<file path="src/rtl/dmem_arbiter.sv">
// Round-robin arbiter for two data-memory masters: one registered command stage, reads returned 2 cycles after grant.
// DMEM_ARB_RANGE_CHK_EN: reject accesses with address bits above ADDR_MSB set (the requester gets an err pulse).
module dmem_arbiter #(
  parameter int unsigned PRIO_RESET = 0,
  parameter int unsigned ADDR_MSB   = 12
) (
  input  logic        clk_i,
  input  logic        rst_i,
  input  logic        m0_req_i,
  input  logic        m0_we_i,
  input  logic [31:0] m0_addr_i,
  input  logic [31:0] m0_wdata_i,
  input  logic [1:0]  m0_wsel_i,
  input  logic [2:0]  m0_rsel_i,
  output logic        m0_gnt_o,
  output logic        m0_rvalid_o,
  output logic [31:0] m0_rdata_o,
  output logic        m0_err_o,
  input  logic        m1_req_i,
  input  logic        m1_we_i,
  input  logic [31:0] m1_addr_i,
  input  logic [31:0] m1_wdata_i,
  input  logic [1:0]  m1_wsel_i,
  input  logic [2:0]  m1_rsel_i,
  output logic        m1_gnt_o,
  output logic        m1_rvalid_o,
  output logic [31:0] m1_rdata_o,
  output logic        m1_err_o,
  output logic [31:0] mem_addr_o,
  output logic [31:0] mem_dataw_o,
  output logic        mem_Wen_o,
  output logic [2:0]  mem_RSel_o,
  output logic [1:0]  mem_WSel_o,
  input  logic [31:0] mem_datar_i
);

  logic        prio_q, prio_d;
  logic        gnt0, gnt1, any_gnt, range_err, rd_fire;
  logic        cmd_valid_q, cmd_owner_q;
  logic        cmd_we_q, cmd_we_d;
  logic [31:0] cmd_addr_q, cmd_addr_d;
  logic [31:0] cmd_wdata_q, cmd_wdata_d;
  logic [1:0]  cmd_wsel_q, cmd_wsel_d;
  logic [2:0]  cmd_rsel_q, cmd_rsel_d;
  logic        m0_rvalid_q, m1_rvalid_q;
  logic [31:0] m0_rdata_q, m1_rdata_q;

  always_comb begin
    gnt0        = m0_req_i & (~m1_req_i | ~prio_q);
    gnt1        = m1_req_i & (~m0_req_i | prio_q);
    any_gnt     = gnt0 | gnt1;
    // the winner drops to lowest priority; idle cycles keep the current order
    prio_d      = any_gnt ? gnt0 : prio_q;
    cmd_we_d    = gnt1 ? m1_we_i    : m0_we_i;
    cmd_addr_d  = gnt1 ? m1_addr_i  : m0_addr_i;
    cmd_wdata_d = gnt1 ? m1_wdata_i : m0_wdata_i;
    cmd_wsel_d  = gnt1 ? m1_wsel_i  : m0_wsel_i;
    cmd_rsel_d  = gnt1 ? m1_rsel_i  : m0_rsel_i;
    rd_fire     = cmd_valid_q & ~cmd_we_q;
  end

`ifdef DMEM_ARB_RANGE_CHK_EN
  logic cmd_err_q, m0_err_q, m1_err_q;

  assign range_err = |(cmd_addr_d >> (ADDR_MSB + 1));

  always_ff @(posedge clk_i or posedge rst_i) begin
    if (rst_i) begin
      cmd_err_q <= 1'b0;
      m0_err_q  <= 1'b0;
      m1_err_q  <= 1'b0;
    end else begin
      cmd_err_q <= any_gnt & range_err;
      m0_err_q  <= cmd_err_q & ~cmd_owner_q;
      m1_err_q  <= cmd_err_q & cmd_owner_q;
    end
  end

  assign m0_err_o = m0_err_q;
  assign m1_err_o = m1_err_q;
`else
  assign range_err = 1'b0;
  assign m0_err_o  = 1'b0;
  assign m1_err_o  = 1'b0;
`endif

  always_ff @(posedge clk_i or posedge rst_i) begin
    if (rst_i) begin
      prio_q      <= 1'(PRIO_RESET);
      cmd_valid_q <= 1'b0;
      cmd_owner_q <= 1'b0;
      cmd_we_q    <= 1'b0;
      cmd_addr_q  <= '0;
      cmd_wdata_q <= '0;
      cmd_wsel_q  <= '0;
      cmd_rsel_q  <= '0;
      m0_rvalid_q <= 1'b0;
      m1_rvalid_q <= 1'b0;
      m0_rdata_q  <= '0;
      m1_rdata_q  <= '0;
    end else begin
      prio_q <= prio_d;
      if (any_gnt) begin
        cmd_valid_q <= ~range_err;
        cmd_owner_q <= gnt1;
        cmd_we_q    <= cmd_we_d;
        cmd_addr_q  <= cmd_addr_d;
        cmd_wdata_q <= cmd_wdata_d;
        cmd_wsel_q  <= cmd_wsel_d;
        cmd_rsel_q  <= cmd_rsel_d;
      end else begin
        cmd_valid_q <= 1'b0;
      end
      m0_rvalid_q <= rd_fire & ~cmd_owner_q;
      m1_rvalid_q <= rd_fire & cmd_owner_q;
      if (rd_fire && !cmd_owner_q) m0_rdata_q <= mem_datar_i;
      if (rd_fire && cmd_owner_q)  m1_rdata_q <= mem_datar_i;
    end
  end

  assign m0_gnt_o    = gnt0;
  assign m1_gnt_o    = gnt1;
  assign m0_rvalid_o = m0_rvalid_q;
  assign m1_rvalid_o = m1_rvalid_q;
  assign m0_rdata_o  = m0_rdata_q;
  assign m1_rdata_o  = m1_rdata_q;
  assign mem_Wen_o   = cmd_valid_q & cmd_we_q;
  assign mem_addr_o  = cmd_addr_q;
  assign mem_dataw_o = cmd_wdata_q;
  assign mem_RSel_o  = cmd_rsel_q;
  assign mem_WSel_o  = cmd_wsel_q;

endmodule

</file>
<file path="config.mk">
export PLATFORM = sky130hd
export DESIGN_NAME = dmem_arbiter
export DESIGN_NICKNAME = d
export VERILOG_FILES = /design/src/rtl/dmem_arbiter.sv
export SDC_FILE = /design/constraint.sdc
export NUM_CORES = 1
export LEC_CHECK = 0
export BUFFER_PORTS_ARGS = -buffer_cell sky130_fd_sc_hd__clkbuf_2
export CAP_MARGIN = 20
export CORE_ASPECT_RATIO = 1.4
export CORE_MARGIN = 2
export CORE_UTILIZATION = 35
export DETAILED_ROUTE_END_ITERATION = 7
export HOLD_SLACK_MARGIN = 0.06
export PLACE_DENSITY = 0.71
export SLEW_MARGIN = 20
export SYNTH_ARGS = -nofsm -noshare
export SYNTH_HDL_FRONTEND = slang
export SYNTH_SLANG_ARGS = --single-unit
</file>
<file path="constraint.sdc">
create_clock -name clk_i -period 14.73 [get_ports clk_i]
set_input_delay 2.946 -clock clk_i [delete_from_list [all_inputs] [get_ports clk_i]]
set_output_delay 2.946 -clock clk_i [all_outputs]
set_load 0.03 [all_outputs]
</file>
# ---- Word level (Yosys, flattened, before mapping)
# Index checks and enable logic that the tools add are counted.
dict set report totals {
  wordCells 35
  out_inout_bits 140
  inputBits 176
  ff_bits 139
}
dict set report op_classes {
  mux 6
  n_reduce_logical 3
  bitwise 14
}
# cell n
set ops {}
lappend ops {{32-bit 2-to-1 mux} 2}
lappend ops {{1-bit AND} 6}
lappend ops {{1-bit NOT} 5}
lappend ops {{3-bit 2-to-1 mux} 1}
lappend ops {{1-bit OR} 3}
lappend ops {{1-bit logical AND} 2}
lappend ops {{1-bit 2-to-1 mux} 2}
lappend ops {{2-bit 2-to-1 mux} 1}
lappend ops {{1-bit zero test} 1}

# ---- Longest topological paths before layout
# Gate-level depths: netlist of run 1.
dict set report logic_depth {
  word_depth 5
  mapped_depth 5
  depth_no_buf 3
}

# ---- Least setup slack after synthesis of run 1
# OpenSTA, ideal clock, no wires.
dict set report synth_timing {
  path_kind {input -> output}
  from {in m1_req_i}
  to {out m1_gnt_o}
  arrival_ns 4.134
  required_ns 11.784
  stages 4
  slack_ns 7.650
  n_path_buf 3
  cell_sequence {buf_4 buf_4 buf_4 a21boi_0}
}
dict set report synth_between {
  elab_chain_cells 1
}
# element line_no
set synth_rtl {}
lappend synth_rtl {{start: declaration} 19} ;# input logic m1_req_i,
lappend synth_rtl {{1-bit AND} 50} ;# gnt1 = m1_req_i & (~m0_req_i | prio_q);
lappend synth_rtl {{end: declaration} 25} ;# output logic m1_gnt_o,
# Every way passes these cells.

# ---- Worst setup path in the final report of run 1
dict set report layout_timing {
  from {in m0_req_i}
  to {out m0_gnt_o}
}
dict set report layout_between {
  elab_chain_cells 1
}
# element line_no
set layout_rtl {}
lappend layout_rtl {{start: declaration} 9} ;# input logic m0_req_i,
lappend layout_rtl {{1-bit AND} 49} ;# gnt0 = m0_req_i & (~m1_req_i | ~prio_q);
lappend layout_rtl {{end: declaration} 15} ;# output logic m0_gnt_o,
# Every way passes these cells.

==> results.md, run 1 <==
* Initial antenna violation count at 0
* Post-Place Cell Area at 8150 um2
* Post-CTS Setup Inserts at 0
* Clock latency on the worst-skew pair at 0.41 ns
* Post-layout net count at 1012
* Critical path's largest stage delay at 0.67 ns
* Critical path capture point type: output pin
* Rows at 59
* Achievable Freq at 133 MHz
* Number of DRC markers in iteration 0 at 328
* Final period util at 51.1%
* Min-delay src: m0_rdata_o[31]
* Critical Path Fanout Max at 86
* Bufs and invs on worst path at 3
* Die W at 119 um
* RSZ-0062 raised after global routing: false
* PostCTS Resize Cnt at 0
* Hold Crit Endpoint: m0_rdata_o[31]
* Largest net degree at the start of global routing at 87
* Internal power at 0.860 mW
* RePlAce Congestion at 0.747
* Cell Area, Synth at 6510 um2
* Synth cell types at 21
* # diodes at 0
* Cells along the critical path: buf_4 > buf_4 > and2_1 > clkbuf_2
* Leakage at 4.53 nW
* Vias at 5580
* Min Tclk post-route at 7.53 ns
* Clk sink count at 139
* H-tree depth at 4
* CP Launch Type: primary input
* Final hold vios at 0
* Cell count after synthesis at 552
* Final HPWL DP at 12700 um
* Core region area at 18400 um2
* Final ANT Viol Nets at 0
* TritonCTS clock tree: yes
* PortBufs at 313
* Vias in the first global route at 5401
* Reg clk slew, reported paths at 0.06 ns
* GRT Residual Overflow at 0
* Worst VDD drop at 0.0844 mV
* Reg-to-Reg End: mem_addr_o[17]
* Reg2Reg Depth at 5
* 1st-pass router iterations at 4
* Status: complete, no violations
* Place WS at 7.20 ns
* Commonest non-fill, non-tap cells in the layout: 311 x clkbuf_2, 138 x dfrtp_1
* Worst Setup SP: m0_req_i
* Worst hold path class: flop to flop
* Syn Area/Cell at 11.8 um2
* Final core utilization at 47.6%
* CTS buffer count at 17
* P_sw at 0.526 mW
* Crit-path leading delay family: buffers and inverters
* Fin Setup TNS at 0 ns
* I/O pins at 316
* Worst path most repeated cell: buf_4
* Switching Share at 38.0%
* Seq pwr share at 37.4%
* GRT Total Usage at 18.3%
* Clock root buffer: clkbuf_16
* Rel. slew slack at 30.5%
* Slowest CP cell: buf_4
* Synthesized flop and latch total at 139
* Pwr dens at 159 nW/um2
* Hold Buf Count CTS at 0
* Clock buffer depth at 2
* Worst Tran Pin Value at 1.04 ns
* Die height at 165 um
* Post-route setup slack at 7.20 ns
* Final Cell Area at 8740 um2
* Setup slack, reg-to-reg at 12.45 ns
* Sequential fraction of the synthesis area at 53.5%
* Routed WL per cell at 16.9 um
* Final setup fails at 0
* Layout cells sized above 1 at 49.5%
* WP data required at 11.78 ns
* Clock Power Share at 30.8%
* Clock skew at 0.0106 ns
* Max cap viols at 0
* Filler instances at 1712
* Hold depth at 1
* Comb pwr share at 31.8%
* DIE AREA at 19700 um2
* Worst Path Arrival at 4.58 ns
* DR vias/cell at 5.11
* R2r startpoint: prio_q
* Drt drc at 0
* Initial Utilization at 35.4%
* Detailed Route WL at 18500 um
* Kind of critical path: primary input to output pin
* Ys Warns at 0
* Area growth from synthesis to layout at 34.3%
* Final Max Tran Viols at 0
* Commonest non-fill, non-tap cell in the layout: clkbuf_2
* First-pass GRT wire length at 28300 um
power by group through the flow:
| stage | clock [mW] | sequential [mW] | combinational, mW |
|---|---|---|---|
| 6_report | 0.427 | 0.518 | 0.441 |
| 5_1_grt | 0.457 | 0.527 | 0.471 |
| 4_1_cts | 0.441 | 0.518 | 0.445 |
| 3_5_place_dp | 0 | 0.524 | 0.445 |
| 3_3_place_gp | 0 | 0.521 | 0.439 |
| 2_1_floorplan | 0 | 0.679 | 0.138 |
per-layer routing:
layer | GRT usage, % | part of all wire, %
met5 | 0 | 0
met4 | 6.39 | 1.6
met1 | 21.5 | 40
met2 | 32.3 | 51
met3 | 4.81 | 7.7
registers in the layout, indices dropped and copies added, names as in the netlist:
signal and flops:
mem_RSel_o 3, m1_rdata_o 32, cmd_owner_q 1, m0_rvalid_o 1, cmd_we_q 1, mem_dataw_o 32, m1_rvalid_o 1, cmd_valid_q 1
m0_rdata_o 32, mem_addr_o 32, mem_WSel_o 2, prio_q 1
Yosys cell counts:
master	count	area, um2
mux2_2	63	709
o21ai_0	70	350
nor2_1	2	7.51
o21a_1	1	7.51
or2_2	1	6.26
mux2i_1	70	701
buf_2	7	35.0
clkbuf_1	31	116
inv_1	3	11.3
nand3b_2	1	11.3
conb_1	1	3.75
dfrtp_1	139	3480
buf_6	3	33.8
mux2_1	1	11.3
and2_1	2	12.5
a31oi_1	70	438
and3_1	70	438
a21boi_0	1	7.51
buf_4	14	105
nor3b_4	1	18.8
nand2_1	1	3.75
how the worst max path moves through the flow:
stage,to,slack [ns],cells past startpoint
floorplan,m1_gnt_o,7.65,4
global placement,m0_gnt_o,7.24,4
detailed placement,m0_gnt_o,7.20,4
CTS,m0_gnt_o,7.21,4
global route,m0_gnt_o,7.04,4
finish,m0_gnt_o,7.20,4
worst register-to-register path, cell delays in order, from the launching register on:
cell     delay [ns]
dfrtp_2        0.82
buf_4          0.41
nand2_2        0.09
buf_4          0.40
a31oi_1        0.30
o21ai_0        0.11
final cells by class:
cell class / count / area [um2] / area share, %
flip-flops and latches: 139 / 3480 / 39.8
multi-input cells: 356 / 2730 / 31.3
repair buffers: 319 / 1620 / 18.5
clock buffers: 18 / 439 / 5.02
well taps: 244 / 305 / 3.49
clock inverters: 14 / 151 / 1.73
inverters: 3 / 16.3 / 0.186
cells by family after synthesis:
logic type	share of synthesized area (%)
buf+inv	4.63
compound gates	12.3
flops	53.5
other cells	0.0576
mux	21.8
simple gates	7.65
through the flow:
step	hold slack (ns)	power (mW)	cells
2_1_floorplan	0.551	0.818	553
3_3_place_gp	0.467	0.959	1061
3_5_place_dp	0.483	0.968	1061
4_1_cts	0.498	1.40	1093
5_1_grt	0.504	1.46	1093
6_report	0.496	1.39	1093
No activity file was read; power rests on OpenSTA's default activity.
==> run 2: changes to the inputs <==
Settings changed: ABC_AREA from default to 1.
Clock period 14.73 ns to 7.3 ns, I/O delays scaled along.
==> run 2 against run 1 <==
- non-clock buffer count down 1
- global-route usage down 0.17 points
- sequential power up 97%
- flip-flop and latch count unchanged
- worst setup slack worse by 4.1 ns
- highest routed layer unchanged
- sequential share of layout area up 1.2 points
==> results.md, run 2 <==
* Final ANT Viol Nets at 0
* Most numerous cell in the Yosys netlist: nand2_1
* Reg-to-Reg End: mem_addr_o[4]
* Sequential fraction of the synthesis area at 54.8%
* CTS buffer count at 17
* PortBufs at 313
* Vias at 5901
* Synthesized flop and latch total at 139
* DIE AREA at 19300 um2
* Vias in the first global route at 5712
* Commonest non-fill, non-tap cell in the layout: nand2_1
* Rows at 58
* Final setup fails at 0
* # diodes at 0
* Worst VDD drop at 0.141 mV
* Clk sink count at 139
* Mux share of post-synthesis cell area at 0%
* Worst Tran Pin Value at 0.946 ns
* Min Tclk post-route at 4.19 ns
* Reg clk slew, reported paths at 0.06 ns
* Post-layout net count at 1285
* Critical Path Fanout Max at 52
* Fin Setup TNS at 0 ns
* Min-delay src: mem_addr_o[19]
* Final HPWL DP at 12400 um
* Post-synthesis xor/xnor area fraction at 0%
* Main combinational cell family by area after synthesis: simple AND/OR/NAND/NOR gates
* Number of DRC markers in iteration 0 at 315
* Setup slack, reg-to-reg at 5.59 ns
* Critical path capture point type: output pin
* Status: complete, no violations
* Ys Warns at 0
* EDFF count, synth at 0
* Core region area at 17900 um2
* CP Launch Type: primary input
* Leakage at 5.14 nW
* Adder-cell share of the synthesized area at 0%
* Reg2Reg Depth at 6
* RSZ-0062 raised after global routing: false
* Clock root buffer: clkbuf_16
* Max cap viols at 0
* Achievable Freq at 239 MHz
* Cell Area, Synth at 6350 um2
* Hold Buf Count CTS at 0
* Synth Area in Simple Gates at 27.3%
* Hold depth at 2
* Final hold vios at 0
* Detailed Route WL at 17300 um
* Syn Area/Cell at 7.77 um2
* Routed WL per cell at 12.7 um
* Final Max Tran Viols at 0
* WP data required at 5.84 ns
* GRT Residual Overflow at 0
* H-tree depth at 4
* Worst Setup SP: m0_req_i
* Share of the synthesized area in the top cell type at 54.8%
* Initial antenna violation count at 1
* Clock skew at 0.00907 ns
* Synth cell types at 16
* Kind of critical path: primary input to output pin
* TritonCTS clock tree: yes
* Filler instances at 1864
* Rel. slew slack at 36.7%
* Final period util at 57.4%
* Worst Path Arrival at 2.73 ns
* I/O pins at 316
* Initial Utilization at 35.6%
* GRT Total Usage at 18.1%
* Largest area contributor in the netlist: dfrtp_1
* Drt drc at 0
* Commonest cells post-synth: 440 x nand2_1, 139 x dfrtp_1, 91 x inv_1
* Place WS at 3.12 ns
* DR vias/cell at 4.33
* Die W at 118 um
* Synth top area cells: dfrtp_1 55%, nand2_1 26%, o21ai_0 5.9%
* Largest net degree at the start of global routing at 82
* RePlAce Congestion at 0.837
* Area growth from synthesis to layout at 33.7%
* Post-CTS Setup Inserts at 0
* Complex-gate fraction of the synthesized area at 6.86%
* 1st-pass router iterations at 4
* R2r startpoint: prio_q
* Clock latency on the worst-skew pair at 0.41 ns
* Clock buffer depth at 2
* Hold Crit Endpoint: mem_addr_o[19]
* First-pass GRT wire length at 27900 um
* Pwr dens at 310 nW/um2
* PostCTS Resize Cnt at 0
* Worst hold path class: flop to flop
* Most common flop cell mapped by yosys: dfrtp_1
* Commonest non-fill, non-tap cells in the layout: 440 x nand2_1, 313 x clkbuf_2, 139 x dfrtp_1, 90 x inv_1, 75 x o21ai_0
* Async SR Flop Fraction at 100%
* Post-route setup slack at 3.11 ns
* Cell count after synthesis at 817
* Die height at 163 um
* Layout cells sized above 1 at 32.1%
## run 2: cell types whose count changed after synthesis, sizes merged, moves of 17 or more
cell / previous run / this run
mux2: 64 / 0
mux2i: 70 / 0
clkbuf: 31 / 9
and3: 70 / 0
a31oi: 70 / 0
nand2: 1 / 445
o21ai: 70 / 87
inv: 3 / 93
## run 2: cell type report
| cell class | count | area, um2 | area share [%] |
|---|---|---|---|
| Clock buffer | 18 | 429 | 5.06 |
| Clock inverter | 14 | 128 | 1.50 |
| Inverter | 93 | 357 | 4.20 |
| Multi-Input combinational cell | 540 | 2190 | 25.8 |
| Sequential cell | 139 | 3480 | 41.0 |
| Tap cell | 240 | 300 | 3.54 |
| Timing Repair Buffer | 318 | 1610 | 18.9 |
## run 2: cell families (layout without fill, tap and decap cells)
group | count (synthesis) | in the layout
AO/OA/AOI/OAI | 87 | 87
other | 1 | 2
AND/OR/NAND/NOR | 451 | 451
flip-flops | 139 | 139
buffers and inverters | 139 | 443
## run 2: metrics by stage
stage | cell area, um2 | cells | utilization [%] | total power, mW | hold slack [ns]
5_1_grt | 8490 | 1362 | 47.5 | 2.79 | 0.498
2_1_floorplan | 6350 | 818 | - | 1.57 | 0.470
3_5_place_dp | 7930 | 1330 | 44.4 | 1.84 | 0.464
4_1_cts | 8480 | 1362 | 47.5 | 2.67 | 0.482
3_3_place_gp | 7930 | 1330 | 44.4 | 1.83 | 0.462
6_report | 8490 | 1362 | 47.5 | 2.63 | 0.479
## run 2: worst max path at each step
stage | endpoint | slack (ns) | cells past startpoint
2_1_floorplan | cmd_owner_q | 2.12 | 1
3_3_place_gp | m0_gnt_o | 3.13 | 5
3_5_place_dp | m0_gnt_o | 3.12 | 5
4_1_cts | m0_gnt_o | 3.12 | 5
5_1_grt | m0_gnt_o | 2.92 | 5
6_report | m0_gnt_o | 3.11 | 5
## run 2: worst max-delay path, stage by stage
cell,delay (ns)
clkbuf_2,0.08
buf_4,0.44
nand2_2,0.38
inv_1,0.13
clkbuf_2,0.21
## run 2: layer usage
| layer | part of all wire (%) | track usage, % | vias to the layer above |
|---|---|---|---|
| met3 | 7.2 | 5.52 | 27 |
| met2 | 49 | 31.1 | 226 |
| li1 | - | - | 3009 |
| met1 | 41 | 21.7 | 2639 |
| met4 | 2.1 | 6.19 | 0 |
| met5 | 0 | 0 | - |
## run 2: power by group
part	internal (mW)	switching [mW]
clock	0.449	0.361
combinational	0.221	0.582
sequential	0.929	0.0889
==> run 3: changes to the inputs <==
Settings changed: PLACE_DENSITY 0.71 to 0.73.
Clock period 7.3 ns to 3.8 ns, I/O delays scaled along.
==> run 3 against run 2 <==
- cell count barely moved
- worst setup slack worse by 2.1 ns
- clock skew is 0.0028 ns lower
- power up 100%
- utilization rose by 0.83 points
- sequential share of layout area fell by 0.70 points
- critical endpoint unchanged
- die area stayed put
- largest cell class unchanged
- final area up 1.7%
- count of clock-buffer cells in the layout stayed put
- routed wire length increased by 1.6%
- highest routed layer unchanged
- largest power group unchanged
- flip-flop and latch count stayed put
- critical path depth stayed put
==> results.md, run 3 (synthesis gave the netlist of run 2 again) <==
* Rel. slew slack at 35.6%
* Clk sink count at 139
* Core region area at 17900 um2
* Commonest non-fill, non-tap cells in the layout: 440 x nand2_1, 313 x clkbuf_2, 139 x dfrtp_1, 90 x inv_1, 75 x o21ai_0
* Detailed Route WL at 17500 um
* Vias in the first global route at 5597
* GRT Residual Overflow at 0
* Crit-path leading delay family: buffers and inverters
* Setup crit end: m0_gnt_o
* Critical path's largest stage delay at 0.48 ns
* Max cap viols at 0
* Initial Utilization at 35.6%
* Largest net degree at the start of global routing at 71
* PortBufs at 313
* CP Launch Type: primary input
* Area growth from synthesis to layout at 36.0%
* Bufs and invs on worst path at 3
* Kind of critical path: primary input to output pin
* CTS buffer count at 17
* Critical Path Fanout Max at 27
* Worst hold path class: flop to flop
* Clock buffer depth at 2
* Final Max Tran Viols at 0
* DR vias/cell at 4.31
* Fin Setup TNS at 0 ns
* Status: complete, no violations
* Slowest CP cell: clkbuf_2
* Number of DRC markers in iteration 0 at 356
* PostCTS Resize Cnt at 0
* H-tree depth at 4
* First-pass GRT wire length at 27900 um
* Final HPWL DP at 12700 um
* Clock skew at 0.00623 ns
* R2r startpoint: prio_q
* Pwr dens at 614 nW/um2
* DIE AREA at 19300 um2
* Worst VDD drop at 0.241 mV
* Final period util at 74.3%
* Reg clk slew, reported paths at 0.06 ns
* 1st-pass router iterations at 4
* Vias at 5875
* RePlAce Congestion at 0.831
* Die height at 163 um
* TritonCTS clock tree: yes
* GRT Total Usage at 18.4%
* Initial antenna violation count at 3
* Critical path capture point type: output pin
* WP data required at 3.04 ns
* Post-layout net count at 1286
* I/O pins at 316
* Cells along the critical path: clkbuf_2 > nand2_4 > nand2_2 > inv_1 > clkbuf_2
* Min Tclk post-route at 2.82 ns
* Reg2Reg Depth at 6
* RSZ-0062 raised after global routing: false
* Final ANT Viol Nets at 0
* Filler instances at 1782
* Reg-to-Reg End: mem_RSel_o[1]
* Final setup fails at 0
* Achievable Freq at 354 MHz
* Hold Buf Count CTS at 0
* Post-CTS Setup Inserts at 0
* Setup slack, reg-to-reg at 2.10 ns
* # diodes at 0
* Worst Path Arrival at 2.06 ns
* Worst path most repeated cell: clkbuf_2
* Worst Tran Pin Value at 0.962 ns
* Commonest non-fill, non-tap cell in the layout: nand2_1
* Worst Setup SP: m1_req_i
* WHS at 0.476 ns
* Rows at 58
* Drt drc at 0
* Routed WL per cell at 12.9 um
* Die W at 118 um
* Clock latency on the worst-skew pair at 0.41 ns
* WP depth at 5
* Clock root buffer: clkbuf_16
* Layout cells sized above 1 at 32.1%
* Final hold vios at 0
* Leakage at 5.21 nW
[run 3: changes by cell type in the layout (fill, tap and decap cells not counted), sizes merged]
cell	before	now
bufinv	0	4
inv	101	98
buf	5	6
clkinvlp	4	3
[run 3: per-layer routing]
metal	routed length, um	up-vias	GRT usage [%]
met5	0	-	0
met4	328	0	7.12
met3	1130	22	5.06
met2	8770	230	31.5
met1	7310	2603	22.0
li1	-	3020	-
[run 3: worst min-delay path, stage by stage, from the launching register on]
cell and delay (ns):
dfrtp_1 0.34, nand2_1 0.05, nand2_1 0.05
[run 3: how the worst min path moves through the flow]
stage,startpoint,to,slack [ns],depth (start not counted)
final,mem_addr_o[13],mem_addr_o[13],0.48,2
after global routing,mem_addr_o[14],mem_addr_o[14],0.49,2
after CTS,mem_addr_o[27],mem_addr_o[27],0.48,2
after detailed placement,mem_addr_o[27],mem_addr_o[27],0.46,2
after global placement,mem_dataw_o[4],mem_dataw_o[4],0.46,2
after floorplan,cmd_we_q,cmd_we_q,0.47,2
[run 3: layout make-up]
class	instances	area, um2	area share, %
clock buffer	18	429	4.97
clock inverter	14	208	2.41
inverter	93	355	4.11
multi-input combinational	540	2190	25.3
sequential	139	3480	40.3
tap	240	300	3.48
timing repair buffer	319	1680	19.4
[run 3: where the power goes]
part / leakage (nW) / switching (mW) / total, mW / internal (mW)
clock: 0.304 / 0.673 / 1.79 / 1.12
combinational: 3.23 / 1.11 / 1.55 / 0.439
sequential: 1.68 / 0.171 / 1.96 / 1.79
total: 5.21 / 1.96 / 5.30 / 3.34
[run 3: stage by stage]
step | setup slack [ns] | utilization (%) | area, um2 | instances | power [mW]
6_report | 0.978 | 48.4 | 8640 | 1363 | 5.30
5_1_grt | 0.877 | 48.4 | 8640 | 1363 | 5.59
4_1_cts | 0.947 | 48.4 | 8640 | 1363 | 5.37
3_5_place_dp | 0.947 | 44.8 | 8000 | 1331 | 3.55
3_3_place_gp | 0.978 | 44.5 | 7940 | 1329 | 3.51
2_1_floorplan | 1.30 | - | 6360 | 818 | 3.02
